File: config.mk
export PLATFORM = sky130hd
export DESIGN_NAME = traffic_light_monitor
export DESIGN_NICKNAME = d
export VERILOG_FILES = /design/src/rtl/traffic_light_monitor.sv
export SDC_FILE = /design/constraint.sdc
export NUM_CORES = 1
export LEC_CHECK = 0
export BUFFER_PORTS_ARGS = -buffer_cell sky130_fd_sc_hd__buf_2
export CAP_MARGIN = 10
export CORE_MARGIN = 3
export CORE_UTILIZATION = 50
export CTS_BUF_LIST = sky130_fd_sc_hd__clkbuf_8
export DETAILED_ROUTE_END_ITERATION = 10
export PLACE_DENSITY_LB_ADDON = 0.3
export SLEW_MARGIN = 30
export SYNTH_ARGS = -nofsm -noshare
export SYNTH_HDL_FRONTEND = slang
export SYNTH_SLANG_ARGS = --single-unit
export TNS_END_PERCENT = 5
File: constraint.sdc
create_clock -name clk -period 2.65 [get_ports clk]
set_input_delay 0 -clock clk [delete_from_list [all_inputs] [get_ports clk]]
set_output_delay 0 -clock clk [all_outputs]
set_load 0.1 [all_outputs]
File: src/rtl/traffic_light_monitor.sv
// traffic_light_monitor
//   Passive safety supervisor for the intersection controller outputs.
//   Every cycle it samples the NS/EW light codes and walk requests, tracks
//   a per-direction light state with a dwell timer plus a shared all-red
//   timer, and flags encoding, conflict, sequencing, yellow-length,
//   clearance and walk-safety violations one cycle after they are sampled.
//
// Ports
//   clk            clock
//   rst_n          synchronous active-low reset
//   lights_ns      NS light {RED,YELLOW,GREEN}, one-hot expected
//   lights_ew      EW light {RED,YELLOW,GREEN}, one-hot expected
//   walk_ns        NS walk signal
//   walk_ew        EW walk signal
//   clear_err      clears err_sticky and err_count on the next edge
//   err_valid      one-cycle pulse, violation seen in the previous sample
//   err_code       lowest-numbered violation code (1..6), valid with err_valid
//   err_sticky     bit n-1 set once code n has been seen since reset/clear
//   err_count      saturating count of err_valid pulses
//   yellow_len_ns  dwell of the last completed NS yellow phase
//   yellow_len_ew  dwell of the last completed EW yellow phase
module traffic_light_monitor #(
  parameter int MIN_YELLOW  = 3,
  parameter int MIN_ALL_RED = 2,
  parameter int CNT_W       = 8
) (
  input  logic             clk,
  input  logic             rst_n,
  input  logic [2:0]       lights_ns,
  input  logic [2:0]       lights_ew,
  input  logic             walk_ns,
  input  logic             walk_ew,
  input  logic             clear_err,
  output logic             err_valid,
  output logic [2:0]       err_code,
  output logic [5:0]       err_sticky,
  output logic [15:0]      err_count,
  output logic [CNT_W-1:0] yellow_len_ns,
  output logic [CNT_W-1:0] yellow_len_ew
);

  typedef enum logic [1:0] {D_RED, D_YELLOW, D_GREEN, D_INVALID} dir_state_t;

  localparam logic [CNT_W-1:0] CNT_MAX   = '1;
  localparam logic [CNT_W-1:0] CNT_ONE   = CNT_W'(1);
  localparam logic [CNT_W-1:0] MIN_YEL_C = CNT_W'(MIN_YELLOW);
  localparam logic [CNT_W-1:0] MIN_AR_C  = CNT_W'(MIN_ALL_RED);

  dir_state_t       ns_state, ew_state;
  dir_state_t       ns_cur, ew_cur;
  logic [CNT_W-1:0] ns_dwell, ew_dwell;
  logic [CNT_W-1:0] ns_dwell_next, ew_dwell_next;
  logic [CNT_W-1:0] all_red_cnt, all_red_next;
  logic [5:0]       flags;
  logic [2:0]       code_next;
  logic             any_err;

  function automatic dir_state_t decode(input logic [2:0] code);
    dir_state_t s;
    case (code)
      3'b100:  s = D_RED;
      3'b010:  s = D_YELLOW;
      3'b001:  s = D_GREEN;
      default: s = D_INVALID;
    endcase
    return s;
  endfunction

  // Illegal orderings between two valid colours; anything touching
  // D_INVALID is already covered by the encoding check.
  function automatic logic seq_bad(input dir_state_t prev, input dir_state_t cur);
    return (prev == D_GREEN  && cur == D_RED)   ||
           (prev == D_YELLOW && cur == D_GREEN) ||
           (prev == D_RED    && cur == D_YELLOW);
  endfunction

  function automatic logic [CNT_W-1:0] dwell_step(input dir_state_t prev,
                                                  input dir_state_t cur,
                                                  input logic [CNT_W-1:0] dwell);
    if (prev != cur)
      return CNT_ONE;
    else if (dwell == CNT_MAX)
      return dwell;
    else
      return dwell + CNT_ONE;
  endfunction

  // Next tracker state is simply the decoded sample; all checks compare the
  // current sample against the registered tracker state and timers.
  always_comb begin
    ns_cur        = decode(lights_ns);
    ew_cur        = decode(lights_ew);
    ns_dwell_next = dwell_step(ns_state, ns_cur, ns_dwell);
    ew_dwell_next = dwell_step(ew_state, ew_cur, ew_dwell);
    all_red_next  = '0;
    if (lights_ns == 3'b100 && lights_ew == 3'b100)
      all_red_next = (all_red_cnt == CNT_MAX) ? all_red_cnt : all_red_cnt + CNT_ONE;

    flags    = '0;
    flags[0] = (ns_cur == D_INVALID) || (ew_cur == D_INVALID);
    flags[1] = (|lights_ns[1:0]) && (|lights_ew[1:0]);
    flags[2] = seq_bad(ns_state, ns_cur) || seq_bad(ew_state, ew_cur);
    flags[3] = (ns_state == D_YELLOW && ns_cur == D_RED && ns_dwell < MIN_YEL_C) ||
               (ew_state == D_YELLOW && ew_cur == D_RED && ew_dwell < MIN_YEL_C);
    flags[4] = ((ns_state == D_RED && ns_cur == D_GREEN) ||
                (ew_state == D_RED && ew_cur == D_GREEN)) && (all_red_cnt < MIN_AR_C);
    flags[5] = (walk_ns && (lights_ns != 3'b001 || lights_ew != 3'b100)) ||
               (walk_ew && (lights_ew != 3'b001 || lights_ns != 3'b100));

    // Scan downwards so the lowest-numbered code is the one left standing.
    code_next = '0;
    for (int i = 5; i >= 0; i--)
      if (flags[i]) code_next = 3'(i + 1);
    any_err = |flags;
  end

  always_ff @(posedge clk) begin
    if (!rst_n) begin
      ns_state      <= D_RED;
      ew_state      <= D_RED;
      ns_dwell      <= '0;
      ew_dwell      <= '0;
      all_red_cnt   <= MIN_AR_C;
      err_valid     <= 1'b0;
      err_code      <= '0;
      err_sticky    <= '0;
      err_count     <= '0;
      yellow_len_ns <= '0;
      yellow_len_ew <= '0;
    end else begin
      ns_state    <= ns_cur;
      ew_state    <= ew_cur;
      ns_dwell    <= ns_dwell_next;
      ew_dwell    <= ew_dwell_next;
      all_red_cnt <= all_red_next;
      if (ns_state == D_YELLOW && ns_cur != D_YELLOW) yellow_len_ns <= ns_dwell;
      if (ew_state == D_YELLOW && ew_cur != D_YELLOW) yellow_len_ew <= ew_dwell;
      err_valid <= any_err;
      err_code  <= code_next;
      // A clear on the same edge as a fresh error keeps only the fresh error.
      if (clear_err) begin
        err_sticky <= flags;
        err_count  <= {15'b0, any_err};
      end else begin
        err_sticky <= err_sticky | flags;
        if (any_err && err_count != 16'hFFFF) err_count <= err_count + 16'd1;
      end
    end
  end

endmodule

==> results of run 1 <==
cell usage in the layout, fill, tap and decap left out, drive strengths merged, types with 4 or more instances in the layout:
master,instances
a21oi,21
xnor2,6
or3,4
or4,8
nor2b,27
o21a,4
and4,6
nor3,7
o21ai,10
clkbuf,11
nand2,29
inv,8
mux2i,21
nor4,4
buf,54
nor3b,5
nor2,41
ha,4
nor4b,4
o31ai,6
nand3,16
nand4,10
xor2,10
dfxtp,70
a21boi,6
sequential cells by signal, summed over array words and instances (netlist names):
| signal | flops |
|---|---|
| all_red_cnt | 8 |
| err_sticky | 6 |
| err_code | 3 |
| ns_dwell | 8 |
| ew_dwell | 8 |
| ew_state | 2 |
| ns_state | 2 |
| err_valid | 1 |
| yellow_len_ew | 8 |
| err_count | 16 |
| yellow_len_ns | 8 |
worst max path at each step:
stage	end	cells after the start	slack [ns]	from
6_report	err_count[2]$_SDFFE_PP0P_	7	0.30	ns_dwell[0]$_SDFFE_PN0P_
5_1_grt	err_count[4]$_SDFFE_PP0P_	8	0.1	ew_dwell[0]$_SDFFE_PN0P_
4_1_cts	err_count[2]$_SDFFE_PP0P_	7	0.30	ns_dwell[0]$_SDFFE_PN0P_
3_5_place_dp	err_count[4]$_SDFFE_PP0P_	7	0.31	all_red_cnt[1]$_SDFFE_PN1P_
3_3_place_gp	err_count[4]$_SDFFE_PP0P_	7	0.38	all_red_cnt[1]$_SDFFE_PN1P_
2_1_floorplan	err_count[13]$_SDFFE_PP0P_	8	0.02	err_count[3]$_SDFFE_PP0P_
per-layer routing:
layer  up-vias  part of all wire [%]
li1       1511                     -
met4         0                   2.6
met1      1381                    46
met2        75                    46
met3        21                   5.0
met5         -                     0
power groups by stage:
stage	Sequential, mW	Clock [mW]	Combinational (mW)
after CTS	1.09	0.805	0.283
after floorplan	1.21	0	0.136
after global placement	1.12	0	0.276
final	1.09	0.790	0.282
after global routing	1.10	0.852	0.304
after detailed placement	1.12	0	0.281
Yosys cell counts, types with 4 or more instances:
cell      count
and4_1        6
nand4_1      10
nor2_1       41
xnor2_1       6
buf_2         4
nand3_1      16
mux2i_1      21
a21oi_1      21
a21boi_0      6
xor2_1       10
nand2_1      29
o21a_1        4
clkbuf_1     10
o31ai_1       6
nor3b_1       4
inv_1         8
nor2b_1      27
nor3_1        6
or4_1         8
ha_1          4
dfxtp_1      70
o21ai_0      10
cell type report:
cell class              instances  area, um^2
fillers                       592        2594
multi-input cells             294        1936
flip-flops and latches         70        1405
repair buffers                 55       285.3
clock buffers                  11       151.4
well taps                      77       96.34
clock inverters                 5       33.78
inverters                       8       30.03
critical path, stage by stage, from the launching register on:
cell and delay, ns:
dfxtp_1 0.42, ha_1 0.23, nor4_1 0.06, and4_1 0.21, a211oi_1 0.39, or4b_4 0.59, a311oi_2 0.28, a41o_1 0.12
cell families (layout without fill, tap and decap cells):
logic type / Yosys count / count (layout) / share of synthesized area (%)
muxes: 22 / 22 / 6.390
and+or+nand+nor: 177 / 177 / 28.85
adders and majority gates: 6 / 6 / 2.094
DFF: 70 / 70 / 40.43
buffers and inverters: 27 / 79 / 3.719
AOI/OAI and AO/OA: 73 / 73 / 14.48
xor gates and xnor gates: 16 / 16 / 4.043
per-stage QoR:
stage,instance area [um^2],util (%),hold slack [ns]
after floorplan,3470,-,0.1527
after global placement,3742,57.30,0.3250
after detailed placement,3742,57.30,0.3256
after CTS,3938,60.29,0.02002
after global routing,3938,60.29,0.04599
final,3938,60.29,0.02140
repair_timing:
action / CTS / global route
hold buffers: 1 / 0
hold endpoints to repair: 1 / 0
gates resized for setup: 0 / 0
==> results.sh, run 1 <==
export IMPL_outcome="complete, no violations"
export IMPL_drv_slew=0
export IMPL_layout_min_cycle_time_ns=2.352
export IMPL_max_freq_ghz=0.4252
export IMPL_cts_buffers=9
export IMPL_p_clk_share_pct=36.5
export IMPL_hold_path_endpoint="all_red_cnt[1]$_SDFFE_PN1P_"
export IMPL_syn_to_final_growth_pct=13.61
export IMPL_gp_congestion=0.8639
export IMPL_fin_nets=453
export IMPL_cts_root_buf="clkbuf_8"
export IMPL_die_h_um=89.26
export IMPL_reg2reg_from="ns_dwell[0]$_SDFFE_PN0P_"
export IMPL_worstHoldStart="rst_n"
export IMPL_via_count=2988
export IMPL_avgSynthCellArea_um2=8.864
export IMPL_ys_seq_elements=70
export IMPL_intPower_mw=1.544
export IMPL_layout_drive_gt1_share_pct=19.41
export IMPL_grt_pass1_vias=2759
export IMPL_dieArea_mm2=0.007966
export IMPL_dieWidth_um=89.26
export IMPL_io_pins=53
export IMPL_fin_crit_sh_pct=88.75
export IMPL_htree_levels=3
export IMPL_maxCapViolCount=0
export IMPL_reg2reg_depth=7
export IMPL_fin_setup_tns_ns=0
export IMPL_initial_core_util_pct=53.07
export IMPL_synth_edf_count=0
export IMPL_cts_sinks=70
export IMPL_wl_per_cell_um=14.26
export IMPL_synth_cell_type_count=60
export IMPL_cts_path_max_buffers=2
export IMPL_netlist_area_mm2=0.003466
export IMPL_worstPathArrival_ns=2.64
export IMPL_met3_usage_pct=3.779
export IMPL_drtIter0Drc=96
export IMPL_final_setup_worst_slack_ns=0.2982
export IMPL_antenna_found_initial=0
export IMPL_synthTopCellsByArea="dfxtp_1, mux2i_1, nor2b_1, nor2_1, nand2_1"
export IMPL_start_kind="flop"
export IMPL_grt_pass1_wl_mm=12.65
export IMPL_vias_per_cell=5.746
export IMPL_p_sw_share_pct=28.75
export IMPL_grtUsageTotal_pct=19.95
export IMPL_ys_flop_type="dfxtp_1"
export IMPL_top_usage_layer="met2"
export IMPL_core_region_area_mm2=0.006531
export IMPL_met2_usage_pct=30.68
export IMPL_rows=29
export IMPL_rsz0062_at_grt="no"
export IMPL_p_sw_mw=0.6230
export IMPL_p_seq_share_pct=50.5
export IMPL_ir_drop_mv=0.2442
export IMPL_clk_pin_slew_worst_paths_ns=0.08
export IMPL_fin_skew_ns=0.01071
export IMPL_syn_num_nets=406
export IMPL_setup_violations=0
export IMPL_critPathKind="flop to flop"
export IMPL_p_per_area_mw_per_mm2=550.4
export IMPL_slew_headroom_pct=56.90
export IMPL_p_comb_share_pct=13.0
export IMPL_post_place_ws_ns=0.3108
export IMPL_seq_area_frac_synth_pct=40.43
export IMPL_final_cells=520
export IMPL_met1_usage_pct=26.65
export IMPL_crit_fanout=9
export IMPL_hp_class="input pin to flop"
export IMPL_syn_inst=391
export IMPL_antenna_cells=0
export IMPL_clock_latency_ns=0.34
export IMPL_dp_hpwl_mm=5.358
export IMPL_p_total_mw=2.167
export IMPL_cts_tree="built"
export IMPL_finalHoldViolations=0
export IMPL_worst_pin_slew_ns=0.6454
export IMPL_detail_route_antenna_nets=0
export IMPL_drtPass1Iterations=6
export IMPL_drc_errors=0
export IMPL_placed_cells=503
export IMPL_rrSetupSlack_ns=0.30
export IMPL_worstPathRequired_ns=2.94
export IMPL_postCtsSetupBuffers=0
export IMPL_netlist_area_leader_share_pct=40.43
export IMPL_placement_io_buffers=52
export IMPL_cp_end_kind="flop"
export IMPL_min_path_cells=2
export IMPL_overflow=0
export IMPL_ys_warn_count=0
export IMPL_worstReg2RegEnd="err_count[2]$_SDFFE_PP0P_"
export IMPL_grt_start_max_net_pins=24
export IMPL_leakagePower_nw=1.528
export IMPL_drt_wl_total_mm=7.416
export IMPL_synth_largest_area_cell="dfxtp_1"
export IMPL_synthArstFlopShare_pct=0
Note: power is estimated with default switching activity, not from simulation.
==> run 2: changes to the inputs <==
--- a/config.mk
+++ b/config.mk
@@ -5,6 +5,7 @@
 export SDC_FILE = /design/constraint.sdc
 export NUM_CORES = 1
 export LEC_CHECK = 0
+export ABC_AREA = 1
 export BUFFER_PORTS_ARGS = -buffer_cell sky130_fd_sc_hd__buf_2
 export CAP_MARGIN = 10
 export CORE_MARGIN = 3
@@ -12,7 +13,7 @@
 export CTS_BUF_LIST = sky130_fd_sc_hd__clkbuf_8
 export DETAILED_ROUTE_END_ITERATION = 10
 export PLACE_DENSITY_LB_ADDON = 0.3
-export SLEW_MARGIN = 30
+export SLEW_MARGIN = 20
 export SYNTH_ARGS = -nofsm -noshare
 export SYNTH_HDL_FRONTEND = slang
 export SYNTH_SLANG_ARGS = --single-unit
==> run 2 against run 1 <==
Final cell count increased by 19%; clock-buffer cell count unchanged; highest routed layer unchanged; worst setup slack better by 0.33 ns; critical endpoint is now err_count[0]$_SDFFE_PN0P_; maximum frequency up 17%; hold slack better by 0.029 ns; register-to-register slack improved by 0.33 ns; critical path type unchanged; clock power rose by 13%; utilization is 0.63 points higher; clock skew decreased by 0.0017 ns; global-route usage increased by 1.7 points.
==> results.sh, run 2 <==
export IMPL_rows=29
export IMPL_htree_levels=3
export IMPL_fin_crit_sh_pct=76.15
export IMPL_p_per_area_mw_per_mm2=611.6
export IMPL_avgSynthCellArea_um2=7.103
export IMPL_netlist_area_leader_share_pct=40.85
export IMPL_cts_sinks=70
export IMPL_fin_setup_tns_ns=0
export IMPL_final_common_cell="nand2_1"
export IMPL_seq_area_mm2=0.001401
export IMPL_cts_root_buf="clkbuf_8"
export IMPL_worstPathRequired_ns=2.90
export IMPL_reg2reg_from="err_count[1]$_SDFFE_PP0P_"
export IMPL_synthXorXnorAreaFrac_pct=5.616
export IMPL_via_count=3274
export IMPL_grt_pass1_wl_mm=13.55
export IMPL_syn_inst=483
export IMPL_final_area_mm2=0.003956
export IMPL_postCtsSetupBuffers=0
export IMPL_finalHoldViolations=0
export IMPL_cts_buffers=9
export IMPL_synth_top_family_by_area="simple AND/OR/NAND/NOR gates"
export IMPL_worstPathArrival_ns=2.27
export IMPL_yosys_top_cells_count="nand2_1, dfxtp_1, nor2_1"
export IMPL_synth_simple_gate_area_share_pct=30.85
export IMPL_netlist_area_mm2=0.003431
export IMPL_rsz0062_at_grt="no"
export IMPL_drc_errors=0
export IMPL_worstHoldStart="walk_ew"
export IMPL_synth_mux_area_share_pct=0
export IMPL_largest_reg_flops=16
export IMPL_drtPass1Iterations=4
export IMPL_final_setup_worst_slack_ns=0.6320
export IMPL_synth_edf_count=0
export IMPL_maxCapViolCount=0
export IMPL_dieWidth_um=88.84
export IMPL_grt_start_max_net_pins=26
export IMPL_synth_most_common_cell="nand2_1"
export IMPL_synth_compound_area_share_pct=12.73
export IMPL_post_place_ws_ns=0.6442
export IMPL_layout_drive_gt1_share_pct=16.82
export IMPL_rrSetupSlack_ns=0.63
export IMPL_gp_congestion=0.8770
export IMPL_synthArstFlopShare_pct=0
export IMPL_placement_io_buffers=52
export IMPL_synth_fa_ha_area_share_pct=1.459
export IMPL_initial_core_util_pct=52.82
export IMPL_core_region_area_mm2=0.006495
export IMPL_outcome="complete, no violations"
export IMPL_cp_end_kind="flop"
export IMPL_fin_skew_ns=0.009012
export IMPL_multiInputGateArea_mm2=0.001738
export IMPL_dp_hpwl_mm=5.780
export IMPL_syn_to_final_growth_pct=15.32
export IMPL_drt_wl_total_mm=7.814
export IMPL_drtIter0Drc=209
export IMPL_ys_flop_type="dfxtp_1"
export IMPL_worst_pin_slew_ns=0.6282
export IMPL_synth_largest_area_cell="dfxtp_1"
export IMPL_ys_seq_elements=70
export IMPL_crit_path_start="err_count[1]$_SDFFE_PP0P_"
export IMPL_final_cell_mix="nand2_1, dfxtp_1, nor2_1"
export IMPL_whs_ns=0.05084
export IMPL_grt_pass1_vias=3166
export IMPL_crit_fanout=16
export IMPL_hp_class="input pin to flop"
export IMPL_critPathKind="flop to flop"
export IMPL_vias_per_cell=5.298
export IMPL_synthTopCellsByArea="dfxtp_1, nand2_1, nor2_1, inv_1, nand3_1"
export IMPL_place_area_mm2=0.003740
export IMPL_die_h_um=88.84
export IMPL_max_freq_ghz=0.4955
export IMPL_cts_path_max_buffers=2
export IMPL_clock_latency_ns=0.35
export IMPL_layout_min_cycle_time_ns=2.018
export IMPL_final_cells=618
export IMPL_seq_area_frac_synth_pct=40.85
export IMPL_antenna_cells=0
export IMPL_drv_slew=0
export IMPL_setup_violations=0
export IMPL_cts_resized_gates=0
export IMPL_clk_pin_slew_worst_paths_ns=0.08
export IMPL_dieArea_mm2=0.007892
export IMPL_syn_num_nets=498
export IMPL_synth_cell_type_count=34
export IMPL_detail_route_antenna_nets=0
export IMPL_ctsHoldBuffers=1
export IMPL_placed_cells=602
export IMPL_slew_headroom_pct=57.80
export IMPL_grtUsageTotal_pct=21.62
export IMPL_largest_register="err_count"
export IMPL_overflow=0
export IMPL_antenna_found_initial=0
export IMPL_leakagePower_nw=1.774
export IMPL_fill_cells=601
export IMPL_cts_tree="built"
export IMPL_io_pins=53
export IMPL_fin_nets=552
export IMPL_ys_warn_count=0
export IMPL_wl_per_cell_um=12.64
export IMPL_ir_drop_mv=0.3119
export IMPL_start_kind="flop"
run 2: power by group:
part / total, mW / switching, mW / internal, mW / leakage (nW)
sequential: 1.11 / 0.0237 / 1.09 / 0.572
combinational: 0.414 / 0.340 / 0.0743 / 1.10
clock: 0.891 / 0.405 / 0.486 / 0.102
run 2: worst paths after layout:
| kind | endpoint | cells past startpoint |
|---|---|---|
| setup / recovery | err_count[0]$_SDFFE_PN0P_ | 9 |
| hold / removal | err_sticky[5]$_SDFF_PN0_ | 4 |
| setup reg to reg | err_count[0]$_SDFFE_PN0P_ | 9 |
| hold reg to reg | err_sticky[0]$_SDFF_PN0_ | 2 |
run 2: cell families (layout without fill, tap and decap cells):
group                    count (synthesis)  in the layout
flip-flops                              70             70
AND/OR/NAND/NOR                        232            232
AO/OA/AOI/OAI                           81             81
XOR/XNOR                                22             22
adder cells (fa/ha/maj)                  4              4
buffers and inverters                   74            132
run 2: stage by stage:
step	util (%)	power (mW)
floorplan	-	1.476
global placement	57.58	1.546
detailed placement	57.58	1.553
CTS	60.91	2.438
global route	60.91	2.524
finish	60.91	2.420
run 2: final cells by class:
class / instances / share of cell area (%)
Clock buffer: 11 / 3.827
Clock inverter: 4 / 1.392
Inverter: 63 / 5.977
Multi-Input combinational cell: 339 / 43.93
Sequential cell: 70 / 35.42
Tap cell: 77 / 2.435
Timing Repair Buffer: 54 / 7.021
run 2: critical path, stage by stage (launching register included):
cell and delay [ns]:
dfxtp_1 0.39, ha_1 0.22, nand2_2 0.09, nor3b_4 0.26
nand2_2 0.11, nor2_2 0.11, nand2_2 0.21, or2_1 0.31
a21oi_1 0.16, nor2_1 0.06
run 2: routing by layer:
layer	vias to the layer above	global-route usage, %	part of all wire, %
met5	-	0	0
met4	0	10.30	1.9
met3	15	4.562	4.5
met2	84	37.11	48
met1	1501	25.55	46
li1	1674	-	-
